==> config.mk <==
export PLATFORM = sky130hd
export DESIGN_NAME = dq_read_cal
export DESIGN_NICKNAME = d
export VERILOG_FILES = /design/src/rtl/dq_read_cal.sv
export SDC_FILE = /design/constraint.sdc
export NUM_CORES = 1
export LEC_CHECK = 0
export ABC_AREA = 1
export BUFFER_PORTS_ARGS = -buffer_cell sky130_fd_sc_hd__buf_4
export CORE_AREA = 2 2 82 84
export CTS_BUF_LIST = sky130_fd_sc_hd__clkbuf_8
export CTS_CLUSTER_SIZE = 28
export DETAILED_ROUTE_END_ITERATION = 10
export DIE_AREA = 0 0 84 86
export GPL_TIMING_DRIVEN = 0
export PLACE_DENSITY = 0.61
export SYNTH_ARGS = -nofsm -noshare
export SYNTH_HDL_FRONTEND = slang
export SYNTH_SLANG_ARGS = --single-unit
==> constraint.sdc <==
create_clock -name i_mclk90 -period 2.7 [get_ports i_mclk90]
set_clock_uncertainty 0.1 [all_clocks]
set_input_delay 0.405 -clock i_mclk90 [delete_from_list [all_inputs] [get_ports i_mclk90]]
set_output_delay 0.405 -clock i_mclk90 [all_outputs]
set_load 0.01 [all_outputs]
==> src/rtl/dq_read_cal.sv <==
// Read-timing calibration for one DQ byte lane: sweeps the shared IDELAY tap,
// finds the first contiguous passing window and reloads the tap to its centre.
module dq_read_cal #(
  parameter int WIDTH   = 8,
  parameter int SETTLE  = 4,
  parameter int SAMPLES = 16
) (
  input  logic             i_mclk90,
  input  logic             i_reset,
  input  logic             i_start,
  input  logic             i_read_valid,
  input  logic [WIDTH-1:0] i_iserdes_q1,
  input  logic [WIDTH-1:0] i_iserdes_q2,
  output logic             o_read_req,
  output logic             o_dly_inc,
  output logic             o_dly_reset,
  output logic             o_busy,
  output logic             o_done,
  output logic             o_fail,
  output logic [5:0]       o_tap_out,
  output logic [5:0]       o_win_left,
  output logic [5:0]       o_win_right
);

  // state    | meaning
  // S_IDLE   | waiting for start
  // S_DRST   | reset IDELAY tap to 0, clear window tracker
  // S_SETTLE | wait for the delay line to settle
  // S_SAMPLE | request training reads, judge current tap
  // S_STEP   | increment tap
  // S_CRST   | reset tap before loading window centre
  // S_CINC   | step tap up to the centre
  // S_DONE   | calibration succeeded
  // S_FAIL   | no passing tap found
  typedef enum logic [3:0] {
    S_IDLE, S_DRST, S_SETTLE, S_SAMPLE, S_STEP, S_CRST, S_CINC, S_DONE, S_FAIL
  } state_t;

  localparam int SW  = $clog2(SETTLE + 1);
  localparam int SMW = $clog2(SAMPLES + 1);

  state_t         r_state, w_next;
  logic [5:0]     r_tap, w_tap;
  logic [SW-1:0]  r_settle, w_settle;
  logic [SMW-1:0] r_smp, w_smp;
  logic           r_pass, w_pass;
  logic           r_seen, w_seen;
  logic           r_closed, w_closed;
  logic [5:0]     r_inc, w_inc;
  logic [5:0]     r_tap_out, w_tap_out;
  logic [5:0]     r_win_left, w_win_left;
  logic [5:0]     r_win_right, w_win_right;
  logic           r_read_req, r_dly_inc, r_dly_reset, r_busy, r_done, r_fail;
  logic           w_match, w_pass_final;
  logic [6:0]     w_centre_sum;
  logic [5:0]     w_centre;

  assign w_match      = (i_iserdes_q1 == '1) && (i_iserdes_q2 == '0);
  assign w_pass_final = r_pass & w_match;
  assign w_centre_sum = {1'b0, r_win_left} + {1'b0, r_win_right};
  assign w_centre     = 6'(w_centre_sum >> 1);

  always_comb begin
    w_next      = r_state;
    w_tap       = r_tap;
    w_settle    = r_settle;
    w_smp       = r_smp;
    w_pass      = r_pass;
    w_seen      = r_seen;
    w_closed    = r_closed;
    w_inc       = r_inc;
    w_tap_out   = r_tap_out;
    w_win_left  = r_win_left;
    w_win_right = r_win_right;
    case (r_state)
      S_IDLE, S_DONE, S_FAIL: begin
        if (i_start) begin
          w_next      = S_DRST;
          w_tap_out   = '0;
          w_win_left  = '0;
          w_win_right = '0;
        end
      end
      S_DRST: begin
        w_tap    = '0;
        w_seen   = 1'b0;
        w_closed = 1'b0;
        w_settle = SW'(SETTLE - 1);
        w_next   = S_SETTLE;
      end
      S_SETTLE: begin
        if (r_settle == '0) begin
          w_smp  = '0;
          w_pass = 1'b1;
          w_next = S_SAMPLE;
        end else begin
          w_settle = r_settle - 1'b1;
        end
      end
      S_SAMPLE: begin
        if (i_read_valid) begin
          w_smp = r_smp + 1'b1;
          if (!w_match) w_pass = 1'b0;
          if (r_smp == SMW'(SAMPLES - 1)) begin
            if (w_pass_final) begin
              w_win_right = r_tap;
              if (!r_seen) begin
                w_win_left = r_tap;
                w_seen     = 1'b1;
              end
            end else if (r_seen) begin
              w_closed = 1'b1;
            end
            // w_seen/w_closed already hold this tap's verdict here
            if (w_closed || r_tap == 6'd63) w_next = w_seen ? S_CRST : S_FAIL;
            else                            w_next = S_STEP;
          end
        end
      end
      S_STEP: begin
        w_tap    = r_tap + 1'b1;
        w_settle = SW'(SETTLE - 1);
        w_next   = S_SETTLE;
      end
      S_CRST: begin
        w_inc = w_centre;
        if (w_centre == '0) begin
          w_tap_out = w_centre;
          w_next    = S_DONE;
        end else begin
          w_next = S_CINC;
        end
      end
      S_CINC: begin
        w_inc = r_inc - 1'b1;
        if (r_inc == 6'd1) begin
          w_tap_out = w_centre;
          w_next    = S_DONE;
        end
      end
      default: w_next = S_IDLE;
    endcase
    if (w_next == S_FAIL) w_tap_out = '0;
  end

  // every output is registered from the next-state decode so it lines up with the state
  always_ff @(posedge i_mclk90) begin
    if (i_reset) begin
      r_state     <= S_IDLE;
      r_tap       <= '0;
      r_settle    <= '0;
      r_smp       <= '0;
      r_pass      <= 1'b0;
      r_seen      <= 1'b0;
      r_closed    <= 1'b0;
      r_inc       <= '0;
      r_tap_out   <= '0;
      r_win_left  <= '0;
      r_win_right <= '0;
      r_read_req  <= 1'b0;
      r_dly_inc   <= 1'b0;
      r_dly_reset <= 1'b0;
      r_busy      <= 1'b0;
      r_done      <= 1'b0;
      r_fail      <= 1'b0;
    end else begin
      r_state     <= w_next;
      r_tap       <= w_tap;
      r_settle    <= w_settle;
      r_smp       <= w_smp;
      r_pass      <= w_pass;
      r_seen      <= w_seen;
      r_closed    <= w_closed;
      r_inc       <= w_inc;
      r_tap_out   <= w_tap_out;
      r_win_left  <= w_win_left;
      r_win_right <= w_win_right;
      r_read_req  <= (w_next == S_SAMPLE);
      r_dly_inc   <= (w_next == S_STEP) || (w_next == S_CINC);
      r_dly_reset <= (w_next == S_DRST) || (w_next == S_CRST);
      r_busy      <= !((w_next == S_IDLE) || (w_next == S_DONE) || (w_next == S_FAIL));
      r_done      <= (w_next == S_DONE);
      r_fail      <= (w_next == S_FAIL);
    end
  end

  assign o_read_req  = r_read_req;
  assign o_dly_inc   = r_dly_inc;
  assign o_dly_reset = r_dly_reset;
  assign o_busy      = r_busy;
  assign o_done      = r_done;
  assign o_fail      = r_fail;
  assign o_tap_out   = r_tap_out;
  assign o_win_left  = r_win_left;
  assign o_win_right = r_win_right;

endmodule
==> flow_results.org <==
** Status
- The run finished with clean final reports.

** Yosys
- Post-synthesis cell type count :: 39
- The number of nets handed over by synthesis was 423.
- The mapped netlist covers 2800 um2.
- Counting every instance in the synthesized netlist gives 390.
- After synthesis, the share of flip-flops with an asynchronous set or reset is 0%.
- Most area-hungry cell type in the Yosys netlist :: sky130_fd_sc_hd__dfxtp_1
- Mean area per synthesized cell :: 7.18 um2
- By area the synthesized netlist is led by sky130_fd_sc_hd__dfxtp_1 36%, sky130_fd_sc_hd__nand2_1 11%, sky130_fd_sc_hd__inv_1 6.3%, sky130_fd_sc_hd__a21oi_1 5.7%, sky130_fd_sc_hd__nor2_1 5.6%.
- For this run, the number of Yosys warnings is 0.
- Most used DFF post-synth :: sky130_fd_sc_hd__dfxtp_1
- In this run, synthesis inferred 0 flip-flops with an integrated enable.
- Area share of the leading cell type in the synthesized netlist :: 36.5%
- Seq/Total Area, Yosys :: 36.5%
- Most frequent cells after synthesis :: 83 x sky130_fd_sc_hd__nand2_1, 51 x sky130_fd_sc_hd__dfxtp_1, 47 x sky130_fd_sc_hd__inv_1
- Number of register bits inferred by synthesis :: 51
- Most frequently used cell type in the post-synthesis netlist :: sky130_fd_sc_hd__nand2_1

** CTS
- Clock buffers created by TritonCTS :: 5
- Number of instances resized during post-cts repair :: 0
- CTS Root Buffer Type :: sky130_fd_sc_hd__clkbuf_8
- For this design, the sink count on the clock tree is 51.
- Hold repair after CTS inserted 0 buffers.
- The longest clock path from root to sink contains 2 buffers.
- Clock latency on the worst-skew pair, taken at its later pin, is 300 ps.
- The H-tree was split into 2 levels.
- After clock tree synthesis, the clock-pin slew on the worst setup and hold paths is 90 ps.
- Post-CTS setup buffers :: 0
- TritonCTS clock tree :: yes

** Critical path
- WS Path Type :: flip-flop to flip-flop
- The worst setup path is launched from a flip-flop.
- Critical Path, Cell by Cell :: nand2_1 > inv_1 > fa_1 > nor3b_1 > nor2_1 > nand3_1 > o21ai_1 > nand2_2 > nand2_1 > a21oi_1
- Counting stages on the worst path, the most repeated cell is sky130_fd_sc_hd__nand2_1.
- Slowest cell on the critical path :: sky130_fd_sc_hd__fa_1
- CP bufs+invs :: 1
- Delay contributed by the slowest stage of the critical path :: 420 ps
- The worst setup path is captured at a flip-flop.
- Signal arrival time at the worst endpoint :: 2440 ps
- Worst Path Required :: 2790 ps
- Largest driver fanout on the critical path :: 7
- Cell class contributing the biggest share of worst-path delay :: simple AND/OR/NAND/NOR gates

** Final layout
- Core Util, Final :: 52.5%
- Share of post-route cells with drive strength above 1 :: 19.1%
- For this run, the post-layout net count is 472.
- Fin cells :: 517
- Layout Area Growth over Synthesis :: 17.7%
- The number of antenna diodes in the final layout is 0.
- Final standard cell area without fillers :: 3300 um2

** Timing
- In the finished design, the share of the clock period the worst path needs comes to 86.8%.
- The final-report hold violation count was 0.
- Setup repair after global routing left no endpoint under its margin.
- The final number of max-transition violations came to 0.
- Adding up every negative setup slack in the final design gives 0 ps.
- Slew @ Worst Pin :: 481 ps
- Post-layout minimum cycle time :: 2340 ps
- Setup ws final :: 358 ps
- # setup viols final :: 0
- Minimum hold slack :: 366 ps
- For this run, the top clock speed supported by timing is 0.427 GHz.
- Relative max-transition margin :: 67.7%

** Power and ir drop
- Switching component of the power :: 891 uW
- Fraction of power consumed by sequential logic :: 40.4%
- For this design the static power due to leakage is 1.45 nW.
- Power per standard cell area :: 673 nW/um2
- In this run switching power makes up 40.2% of total power.
- Cell-internal power :: 1.33 mW
- Part of the power in combinational logic :: 40.3%
- In this run, the clock network consumes 19.4% of the power.
- IR analysis of the VDD net gives a maximum drop of 0.334 mV.
- Overall power consumption after layout is estimated at 2.22 mW.

** Die
- The floorplan has 29 rows.
- Core ar. :: 6280 um2
- Die extent in x :: 84 um
- Effective utilization at floorplan :: 44.6%
- The die is 86 um tall.
- Pin placement for this block handled 44 I/O pins.
- The die covers 7220 um2.

** Route
- Initial detailed-routing violation count :: 102
- Via count of the routed design :: 2622
- WL/cell :: 12.1 um
- Before antenna repair, the detailed router went through 4 iterations.
- The detail route stage leaves a number of antenna-violating nets equal to 0.
- Vias per Instance :: 5.07
- Number of remaining DRC errors :: 0
- After detailed routing, the total wire length is 6250 um.

** Global route
- Initial antenna violation count :: 0
- GRT Util Overall :: 18.5%
- After global routing the overflow that remains totals 0.
- Global-route wire length before repair :: 11100 um
- The via count of the first global-routing pass is 2485.
- Maximum number of pins on one net before global-route repair :: 16

** Min path
- The tightest min-delay check is of the flip-flop to flip-flop type.

** Placement
- Buffers added on ports :: 42
- In this run, placement finished with an instance count of 509.
- At the end of routability-driven placement, the weighted congestion stood at 0.855.
- Once detailed placement completed, the half-perimeter wirelength came to 4940 um.
- In this run the cell area measured after placement is 3210 um2.
- OpenSTA, run right after detailed placement, puts the worst setup slack at 319 ps.

** Flow run
- Max-cap violations in this run came to 0.
-- worst register-to-register path, cell delays in order, from the launching register on --
cell and delay (ps):
sky130_fd_sc_hd__dfxtp_1 340, sky130_fd_sc_hd__nand2_1 70, sky130_fd_sc_hd__inv_1 70, sky130_fd_sc_hd__fa_1 420, sky130_fd_sc_hd__nor3b_1 160, sky130_fd_sc_hd__nor2_1 210
sky130_fd_sc_hd__nand3_1 130, sky130_fd_sc_hd__o21ai_1 410, sky130_fd_sc_hd__nand2_2 170, sky130_fd_sc_hd__nand2_1 90, sky130_fd_sc_hd__a21oi_1 60
-- per-layer routing --
layer	routed length, um	vias up	part of all wire [%]	GRT usage, %
met1	3020	1171	48	24.3
met4	92	0	1.5	6.16
li1	-	1384	-	-
met3	278	9	4.5	3.56
met5	0	-	0	0
met2	2860	58	46	30.7
-- power by group through the flow --
| stage | Clock, mW | Combinational, mW | Sequential (mW) |
|---|---|---|---|
| after detailed placement | 0 | 0.896 | 0.914 |
| after global placement | 0 | 0.889 | 0.913 |
| after global routing | 0.473 | 1.02 | 0.907 |
| after floorplan | 0 | 0.640 | 0.921 |
| after CTS | 0.455 | 0.900 | 0.897 |
| final | 0.430 | 0.893 | 0.896 |
-- cell type report --
class / count / area (um2)
plain buffers: 6 / 31.3
clock buffers: 5 / 68.8
clock inverters: 3 / 16.3
fillers: 637 / 2980
inverters: 56 / 215
multi-input cells: 277 / 1530
flip-flops and latches: 51 / 1020
well taps: 77 / 96.3
repair buffers: 42 / 315
-- cell families after synthesis --
group / share of synthesized area (%)
flip-flops: 36.5
AO/OA/AOI/OAI: 14.7
XOR/XNOR: 1.25
buffers and inverters: 8.81
AND/OR/NAND/NOR: 32.7
adder cells (fa/ha/maj): 6.08
-- cells in the final DEF (no fill, tap or decap), types with 3 or more instances in the layout --
master / count
sky130_fd_sc_hd__o211ai_1: 3
sky130_fd_sc_hd__nand4_1: 15
sky130_fd_sc_hd__dfxtp_1: 51
sky130_fd_sc_hd__nand2_2: 5
sky130_fd_sc_hd__a221oi_1: 3
sky130_fd_sc_hd__nor2_1: 42
sky130_fd_sc_hd__a21oi_1: 32
sky130_fd_sc_hd__inv_2: 7
sky130_fd_sc_hd__inv_1: 48
sky130_fd_sc_hd__ha_1: 12
sky130_fd_sc_hd__nand2_1: 83
sky130_fd_sc_hd__clkbuf_8: 5
sky130_fd_sc_hd__buf_4: 42
sky130_fd_sc_hd__a211oi_1: 3
sky130_fd_sc_hd__o21ai_0: 19
sky130_fd_sc_hd__nand3_1: 20
sky130_fd_sc_hd__clkbuf_1: 4
sky130_fd_sc_hd__nor2_4: 6
sky130_fd_sc_hd__nor3_1: 6
sky130_fd_sc_hd__nor2_2: 3
sky130_fd_sc_hd__xor2_1: 3
-- sequential cells by signal, summed over array words and instances, names as in the netlist, 3 cells and up --
name and cells:
o_tap_out 6, o_win_left 6, o_win_right 6, r_inc 6
r_settle 3, r_smp 5, r_state 4, r_tap 6
-- path summary, 6_finish.rpt --
path             startpoint      endpoint  slack (ps)  depth (start not counted)
min reg2reg    o_tap_out[5]  o_tap_out[5]         370                          2
max reg2reg  o_win_right[0]  o_tap_out[3]         360                         10
min            o_tap_out[5]  o_tap_out[5]         370                          2
max          o_win_right[0]  o_tap_out[3]         360                         10
(Power assumes the default switching activity.)
